$ cat config.mk
export PLATFORM = sky130hd
export DESIGN_NAME = bcd_field_counter
export DESIGN_NICKNAME = d
export VERILOG_FILES = /design/src/rtl/bcd_field_counter.sv
export SDC_FILE = /design/constraint.sdc
export NUM_CORES = 1
export LEC_CHECK = 0
export CAP_MARGIN = 0
export CORE_MARGIN = 2
export CORE_UTILIZATION = 30
export CTS_CLUSTER_SIZE = 24
export DETAILED_ROUTE_END_ITERATION = 8
export GPL_TIMING_DRIVEN = 0
export PLACE_DENSITY = 0.52
export SYNTH_ARGS = -nofsm -noshare
export SYNTH_HDL_FRONTEND = slang
export SYNTH_SLANG_ARGS = --single-unit
$ cat constraint.sdc
create_clock -name clk1 -period 2.13 [get_ports clk1]
set_input_delay 0.213 -clock clk1 [delete_from_list [all_inputs] [get_ports clk1]]
set_output_delay 0.213 -clock clk1 [all_outputs]
set_load 0.01 [all_outputs]
$ cat src/rtl/bcd_field_counter.sv
// One BCD time field (seconds/minutes/hours...): run-mode counting with cascade carry,
// set-mode inc/dec editing, parallel load and a blink phase for the display.

module bcd_digit (
    input  logic [3:0] d,
    input  logic       cin,
    input  logic       bin,
    output logic [3:0] d_inc,
    output logic [3:0] d_dec,
    output logic       cout,
    output logic       bout
);
    always_comb begin
        d_inc = d;
        d_dec = d;
        cout  = 1'b0;
        bout  = 1'b0;
        if (cin) begin
            cout  = (d == 4'd9);
            d_inc = (d == 4'd9) ? 4'd0 : d + 4'd1;
        end
        if (bin) begin
            bout  = (d == 4'd0);
            d_dec = (d == 4'd0) ? 4'd9 : d - 4'd1;
        end
    end
endmodule

module bcd_field_counter #(
    parameter int DIGITS  = 2,
    parameter int MAX_VAL = 59
) (
    input  logic                  clk1,
    input  logic                  rst,
    input  logic                  tick_en,
    input  logic                  set_mode,
    input  logic                  sel,
    input  logic                  inc_p,
    input  logic                  dec_p,
    input  logic                  blink_tick,
    input  logic                  load_en,
    input  logic [4*DIGITS-1:0]   load_val,
    output logic [4*DIGITS-1:0]   cnt,
    output logic                  carry,
    output logic                  blank
);
    localparam int W = 4*DIGITS;

    function automatic logic [W-1:0] to_bcd(input int v);
        logic [W-1:0] r;
        int t;
        r = '0;
        t = v;
        for (int i = 0; i < DIGITS; i++) begin
            r[4*i +: 4] = 4'(t % 10);
            t = t / 10;
        end
        return r;
    endfunction

    function automatic logic is_bcd(input logic [W-1:0] v);
        for (int i = 0; i < DIGITS; i++)
            if (v[4*i +: 4] > 4'd9) return 1'b0;
        return 1'b1;
    endfunction

    localparam logic [W-1:0] MAX_BCD = to_bcd(MAX_VAL);

    generate
        if (DIGITS < 1 || MAX_VAL < 1 || MAX_VAL > 10**DIGITS - 1) begin : g_bad_param
            $error("bcd_field_counter: MAX_VAL out of range for DIGITS");
        end
    endgenerate

    // Ripple increment/decrement chains; the last borrow-out doubles as the zero detect.
    logic [DIGITS:0] ic, bc;
    logic [W-1:0]    cnt_inc_raw, cnt_dec_raw;
    assign ic[0] = 1'b1;
    assign bc[0] = 1'b1;

    genvar g;
    generate
        for (g = 0; g < DIGITS; g++) begin : g_dig
            bcd_digit u_dig (
                .d     (cnt[4*g +: 4]),
                .cin   (ic[g]),
                .bin   (bc[g]),
                .d_inc (cnt_inc_raw[4*g +: 4]),
                .d_dec (cnt_dec_raw[4*g +: 4]),
                .cout  (ic[g+1]),
                .bout  (bc[g+1])
            );
        end
    endgenerate

    logic         cnt_ok, at_max, load_ok;
    logic [W-1:0] inc_nxt, dec_nxt;

    always_comb begin
        cnt_ok  = is_bcd(cnt) && (cnt <= MAX_BCD);
        at_max  = (cnt == MAX_BCD);
        load_ok = is_bcd(load_val) && (load_val <= MAX_BCD);
        // Out-of-range contents recover to 0 on increment and MAX_VAL on decrement.
        inc_nxt = (!cnt_ok || at_max || ic[DIGITS]) ? '0 : cnt_inc_raw;
        dec_nxt = (!cnt_ok || bc[DIGITS]) ? MAX_BCD : cnt_dec_raw;
    end

    // blank is the blink phase register itself.
    always_ff @(posedge clk1) begin
        if (rst) begin
            cnt   <= '0;
            carry <= 1'b0;
            blank <= 1'b0;
        end else if (load_en) begin
            cnt   <= load_ok ? load_val : '0;
            carry <= 1'b0;
            blank <= 1'b0;
        end else if (set_mode) begin
            carry <= 1'b0;
            if (!sel) begin
                blank <= 1'b0;
            end else if (inc_p && !dec_p) begin
                cnt   <= inc_nxt;
                blank <= 1'b0;
            end else if (dec_p && !inc_p) begin
                cnt   <= dec_nxt;
                blank <= 1'b0;
            end else if (blink_tick) begin
                blank <= ~blank;
            end
        end else begin
            blank <= 1'b0;
            if (tick_en) begin
                cnt   <= inc_nxt;
                carry <= at_max;
            end else begin
                carry <= 1'b0;
            end
        end
    end
endmodule

==> results of run 1 <==
==> area by class of cell <==
cell class	instances	area [um^2]	share of cell area, %
Clock buffer	3	22.5	1.74
Timing Repair Buffer	25	250	19.4
Buffer	5	40.0	3.10
Multi-Input combinational cell	91	702	54.3
Tap cell	44	55.1	4.26
Sequential cell	10	200	15.5
Inverter	6	22.5	1.74
==> metrics by stage <==
step	std cells	worst slack [ps]	util (%)	power, mW
2_1_floorplan	112	328	-	0.380
3_3_place_gp	181	26.2	41.5	0.469
3_5_place_dp	181	-21.2	41.5	0.468
4_1_cts	184	104	42.3	0.610
5_1_grt	184	60.7	42.3	0.647
6_report	184	134	42.3	0.613
==> power by group <==
group	switching (mW)	internal [mW]	total (mW)
clock network	0.0776	0.0656	0.143
registers	0.0159	0.199	0.215
logic	0.127	0.128	0.255
total	0.221	0.392	0.613
==> worst paths after layout <==
path,start,endpoint,slack [ps],cells past startpoint
worst min-delay path,rst,cnt[0],240,2
worst min register to register,blank,blank,560,2
worst max register to register,cnt[0],cnt[5],130,7
worst max-delay path,cnt[0],cnt[5],130,7
==> sequential cells by signal, summed over array words and instances, names as in the netlist <==
| name | flops |
|---|---|
| blank | 1 |
| carry | 1 |
| cnt | 8 |
==> metal layers <==
metal  wire [um]  up-vias  part of all wire (%)  track usage (%)
li1            -      492                     -                -
met1        1230      470                    47             21.7
met2        1190       48                    45             23.8
met3         169        7                   6.4             2.99
met4          48        0                   1.8             7.76
met5           0        -                     0                0
==> cells in the final DEF (no fill, tap or decap), types with 2 or more instances in the layout <==
cell and count:
sky130_fd_sc_hd__and4b_1 2, sky130_fd_sc_hd__mux2i_1 2, sky130_fd_sc_hd__a21o_2 2, sky130_fd_sc_hd__nor3b_1 4, sky130_fd_sc_hd__clkbuf_4 3, sky130_fd_sc_hd__nor2b_1 3, sky130_fd_sc_hd__nor3_1 4, sky130_fd_sc_hd__o21ai_0 9
sky130_fd_sc_hd__nor2_1 7, sky130_fd_sc_hd__a41oi_1 2, sky130_fd_sc_hd__nor4_1 3, sky130_fd_sc_hd__xnor2_1 2, sky130_fd_sc_hd__dfxtp_1 10, sky130_fd_sc_hd__a31oi_1 3, sky130_fd_sc_hd__clkbuf_2 2, sky130_fd_sc_hd__nand2_1 5
sky130_fd_sc_hd__or3_1 3, sky130_fd_sc_hd__buf_6 2, sky130_fd_sc_hd__a221oi_1 4, sky130_fd_sc_hd__nand4b_1 3, sky130_fd_sc_hd__ha_1 3, sky130_fd_sc_hd__inv_1 6, sky130_fd_sc_hd__a21oi_1 3, sky130_fd_sc_hd__clkdlybuf4s50_1 25
==> cells by family (layout without fill, tap and decap cells) <==
group / Yosys count / count (layout)
flip-flops: 10 / 10
AO/OA/AOI/OAI: 36 / 36
AND/OR/NAND/NOR: 46 / 46
buffers and inverters: 11 / 39
multiplexers: 3 / 3
adder cells (fa/ha/maj): 4 / 4
XOR/XNOR: 2 / 2
==> critical path: cells and delay by family (launching register included) <==
family	cells	cell delay, ps
buffers and inverters	1	110
DFF	1	370
and+or+nand+nor	1	330
adders and majority gates	1	280
AOI/OAI and AO/OA	4	760
==> implementation parameters, run 1 <==
Parameter                              Value

Run status
  Result of the run    finished clean

Layout
  Antenna Diode Count    0
  Area of all placed cells without fillers    0.00129 mm^2
  Final-stage net count    163
  Area added between synthesis and finish    34.3%
  Ratio of cells with drive above 1 in the final layout    17.1%
  Final-layout fill cell count    324

Clock tree
  CTS HTree Levels    1
  Maximum root-to-sink buffer count    2
  Number of CTS-inserted buffers    3
  TritonCTS clock tree    done
  Clock-pin slew on the worst setup and hold paths    80 ps
  CTS Hold Buffers Added    0
  Clock sink total    10
  Clk Tree Root Cell    sky130_fd_sc_hd__clkbuf_4
  Worst skew pair latency    280 ps
  Number of instances resized during post-cts repair    0
  Setup Fix Bufs, Post-CTS    0

Synthesis
  Synth warnings    0
  Area share of the largest cell type after synthesis    20.8%
  Number of enable flip-flop cells after synthesis    0
  Post-synthesis instance total    112
  Compound-cell area share of the yosys netlist    30.3%
  Sequential fraction of the synthesis area    20.8%
  Netlist area before placement    962 um^2
  Post-synthesis adder-cell area fraction    5.20%
  Post-synthesis sequential element count    10
  Proportion of synthesized flip-flops having asynchronous set or reset    0%
  Primary FF master, synth    sky130_fd_sc_hd__dfxtp_1
  Net Count, Synth    133
  Simple-gate area share of the yosys netlist    32.1%
  Cell types with the largest area share after synthesis    sky130_fd_sc_hd__dfxtp_1 21%, sky130_fd_sc_hd__ha_1 5.2%, sky130_fd_sc_hd__o21ai_0 4.7%
  Synthesized area per cell    8.59 um^2
  Most instantiated cells after synthesis    10 x sky130_fd_sc_hd__dfxtp_1, 9 x sky130_fd_sc_hd__o21ai_0, 7 x sky130_fd_sc_hd__nor2_1
  Number of library cell types mapped by synthesis    49
  Post-synthesis xor/xnor area fraction    1.82%
  Combinational family with the most area after synthesis    simple AND/OR/NAND/NOR gates
  Share of cell area taken by muxes after synthesis    3.25%
  Dominant cell by count in the synthesized netlist    sky130_fd_sc_hd__dfxtp_1
  Library cell with the largest summed area after synthesis    sky130_fd_sc_hd__dfxtp_1

Die
  Number of placement rows    20
  Count of boundary I/O pins    27
  Height of the chip    60.6 um
  Starting Density    31.5%
  Die width    60.6 um
  Area of the placeable core    0.00305 mm^2
  Die area    0.00368 mm^2

Route
  Via density    5.53
  Post-detailed-route wirelength per cell    14.3 um
  Drt first pass iters    4
  Number of design-rule violations left by the first detailed-router iteration    59
  Antenna Nets Post-Route    0
  Final routed wirelength across all metal layers    2.63 mm
  Overall via count from detail_route    1017
  Total DRC errors in the routed layout    0

Timing
  Final hold violations    0
  Slew margin rel.    74.9%
  Final period utilization    93.7%
  RSZ-0062 raised after global routing    false
  Final setup TNS    0 ps
  Measured slew at the worst slew-check pin    371 ps
  Fin. max-slew vios    0
  Highest clock frequency the design can meet    501 MHz
  Number of setup violations in the final report    0
  Worst slack on hold paths    244 ps
  Clock skew    3.83 ps
  Final min period    2000 ps

Hold path
  Worst min path class    in -> reg

Critical path
  Slowest-stage cell, CP    sky130_fd_sc_hd__dfxtp_1
  CP cell instances    inv_1, ha_2, nor3b_1, a211oi_2, a21oi_2, a21boi_1, o32ai_2
  Required @ worst endpoint    2270 ps
  Type of destination of the critical path    register
  Top fanout value on the critical path    7
  Classification of the worst setup path    reg -> reg
  Arrival time of the worst setup path    2140 ps
  Startpoint types    register
  Largest incremental delay on the critical path    370 ps

Place
  Half-perimeter wire length of the detailed placement result    2.01 mm
  RePlAce Congestion    0.941
  Input/output buffers    25
  Instance area after placement    0.00127 mm^2

Power and ir drop
  Pwr Density    474 mW/mm^2
  Worst vdd ir    0.000140 V
  Static leakage power    0.462 nW

Global route
  Final global-route overflow total    0
  Global-route wire length before repair    4.28 mm
  Maximum number of pins on one net before global-route repair    11
  Via count of the first global-routing pass    940
  Initial antenna violation count    0
  Total track usage    15.8%

Job
  Maxcap violations    0
No activity file was read; power rests on OpenSTA's default activity.
==> run 2: changes to the inputs <==
Settings changed: REMOVE_ABC_BUFFERS set to 1, TNS_END_PERCENT set to 1.
==> run 2 against run 1 <==
Net effect:
- first-iteration DRC count up 5.1%
- sequential power is 6% higher
- worst hold slack improved by 260 ps
- critical path depth unchanged
- global-route usage increased by 0.29 points
- sequential share of layout area is 0.22 points higher
- combinational power down 6%
- clock-buffer cell count increased by 1
- clock power is 23% higher
- critical path type unchanged
- largest cell class unchanged
- highest routed layer unchanged
==> implementation parameters, run 2 (synthesized netlist as in run 1, its figures left out) <==
Parameter                              Value

Run status
  Result of the run    finished clean

Clock tree
  Clk Tree Root Cell    sky130_fd_sc_hd__clkbuf_4
  Worst skew pair latency    270 ps
  Clock-pin slew on the worst setup and hold paths    70 ps
  Setup Fix Bufs, Post-CTS    0
  Number of CTS-inserted buffers    3
  TritonCTS clock tree    done
  Clock sink total    10
  Maximum root-to-sink buffer count    2
  CTS HTree Levels    1

Layout
  Largest register by flop count    cnt
  Highest-count cells in the layout ignoring fill and taps    26 x sky130_fd_sc_hd__clkdlybuf4s50_1, 9 x sky130_fd_sc_hd__dfxtp_1, 8 x sky130_fd_sc_hd__o21ai_0
  Final-stage net count    159
  Flip-flop count of the largest register after layout    8
  Area added between synthesis and finish    33.3%
  Ratio of cells with drive above 1 in the final layout    14.6%
  Antenna Diode Count    0
  Count of non-filler cells in the finished layout    181
  Commonest non-fill, non-tap cell in the layout    sky130_fd_sc_hd__clkdlybuf4s50_1
  Final core utilization    42.0%
  Largest registers    cnt: 8 flops, blank: 1 flops, carry: 1 flops

Route
  Final routed wirelength across all metal layers    2.72 mm
  Overall via count from detail_route    996
  Antenna Nets Post-Route    0
  Total DRC errors in the routed layout    0
  Post-detailed-route wirelength per cell    15.0 um
  Via density    5.50
  Number of design-rule violations left by the first detailed-router iteration    62
  Drt first pass iters    4

Critical path
  Classification of the worst setup path    reg -> reg
  CP Buf/Inv Count    1
  Type of destination of the critical path    register
  CP cell instances    inv_1, ha_1, nor3b_1, a211oi_2, a21oi_4, a21boi_1, o32ai_2
  Kind of cell with the highest combined delay on the critical path    compound AO/OA/AOI/OAI gates
  Slowest-stage cell, CP    sky130_fd_sc_hd__a211oi_2
  Crit path from    cnt[1]
  Top fanout value on the critical path    7
  Startpoint types    register
  Largest incremental delay on the critical path    410 ps
  Arrival time of the worst setup path    2170 ps
  Reg2Reg Launch Point    cnt[1]
  Required @ worst endpoint    2320 ps

Die
  Number of placement rows    20
  Height of the chip    60.6 um
  Area of the placeable core    0.00305 mm^2
  Die width    60.6 um
  Count of boundary I/O pins    27
  Die area    0.00368 mm^2
  Starting Density    31.5%

Place
  Worst setup slack after placement    -14.1 ps
  Half-perimeter wire length of the detailed placement result    2.03 mm
  Input/output buffers    26
  RePlAce Congestion    0.823
  Cells after DPL    177

Timing
  Final min period    1980 ps
  Highest clock frequency the design can meet    504 MHz
  Clock skew    2.02 ps
  Final period utilization    93.1%
  Fin. max-slew vios    0
  Worst slack on hold paths    505 ps
  Final setup slack of the worst path    147 ps
  Final hold violations    0
  Measured slew at the worst slew-check pin    536 ps
  Slew margin rel.    64.2%
  RSZ-0062 raised after global routing    false
  Number of setup violations in the final report    0

Job
  Maxcap violations    0

Power and ir drop
  Worst vdd ir    0.000245 V
  Pwr Density    501 mW/mm^2
  Static leakage power    0.450 nW
  Final Total Pwr    0.643 mW

Global route
  Final global-route overflow total    0
  Initial antenna violation count    0
  Maximum number of pins on one net before global-route repair    14
  Global-route wire length before repair    4.40 mm
  Total track usage    16.1%
  Via count of the first global-routing pass    923

Hold path
  Critical hold path startpoint    sel
  Worst min path class    in -> reg
==> run 2: cell count changes in the layout (fill, tap and decap cells not counted), sizes merged <==
cell	before	now
buf	3	0
clkbuf	5	4
clkdlybuf4s50	25	26
==> run 2: repair_timing <==
| action | 4_1_cts | 5_1_grt |
|---|---|---|
| hold buffers | 0 | 0 |
| resized for setup | 0 | 3 |
| endpoints found under the setup margin | 0 | 2 |
==> run 2: path summary, 6_finish.rpt <==
path,to,slack (ps),cells past startpoint
hold / removal,blank,500,3
hold reg to reg,blank,560,2
setup reg to reg,cnt[5],150,7
setup / recovery,cnt[5],150,7
==> run 2: power by group <==
group | switching, mW | leakage (nW) | internal, mW
clock network | 0.0720 | 0.0210 | 0.104
logic | 0.118 | 0.347 | 0.122
registers | 0.0274 | 0.0820 | 0.199
==> run 2: routing by layer <==
| metal | vias to the layer above | global-route usage [%] | wire [um] |
|---|---|---|---|
| li1 | 482 | - | - |
| met1 | 466 | 21.3 | 1230 |
| met3 | 6 | 2.13 | 155 |
| met5 | - | 0 | 0 |
| met4 | 0 | 7.45 | 57 |
| met2 | 42 | 26.1 | 1270 |
==> run 2: stage by stage <==
step	setup TNS [ps]	cell area, um^2
final	0	1280
after global routing	0	1280
after CTS	0	1270
after detailed placement	-14.1	1240
after global placement	0	1240
after floorplan	0	922
==> run 2: area by class of cell <==
type / count / area [um^2]
well taps: 44 / 55.1
flip-flops and latches: 10 / 201
inverters: 6 / 22.5
fillers: 328 / 1770
multi-input cells: 91 / 707
repair buffers: 26 / 260
clock buffers: 4 / 36.3
==> run 2: worst register-to-register path, cell delays in order, from the launching register on <==
cell and delay, ps:
sky130_fd_sc_hd__dfxtp_1 400, sky130_fd_sc_hd__inv_1 100, sky130_fd_sc_hd__ha_1 300, sky130_fd_sc_hd__nor3b_1 200
sky130_fd_sc_hd__a211oi_2 410, sky130_fd_sc_hd__a21oi_4 140, sky130_fd_sc_hd__a21boi_1 160, sky130_fd_sc_hd__o32ai_2 190
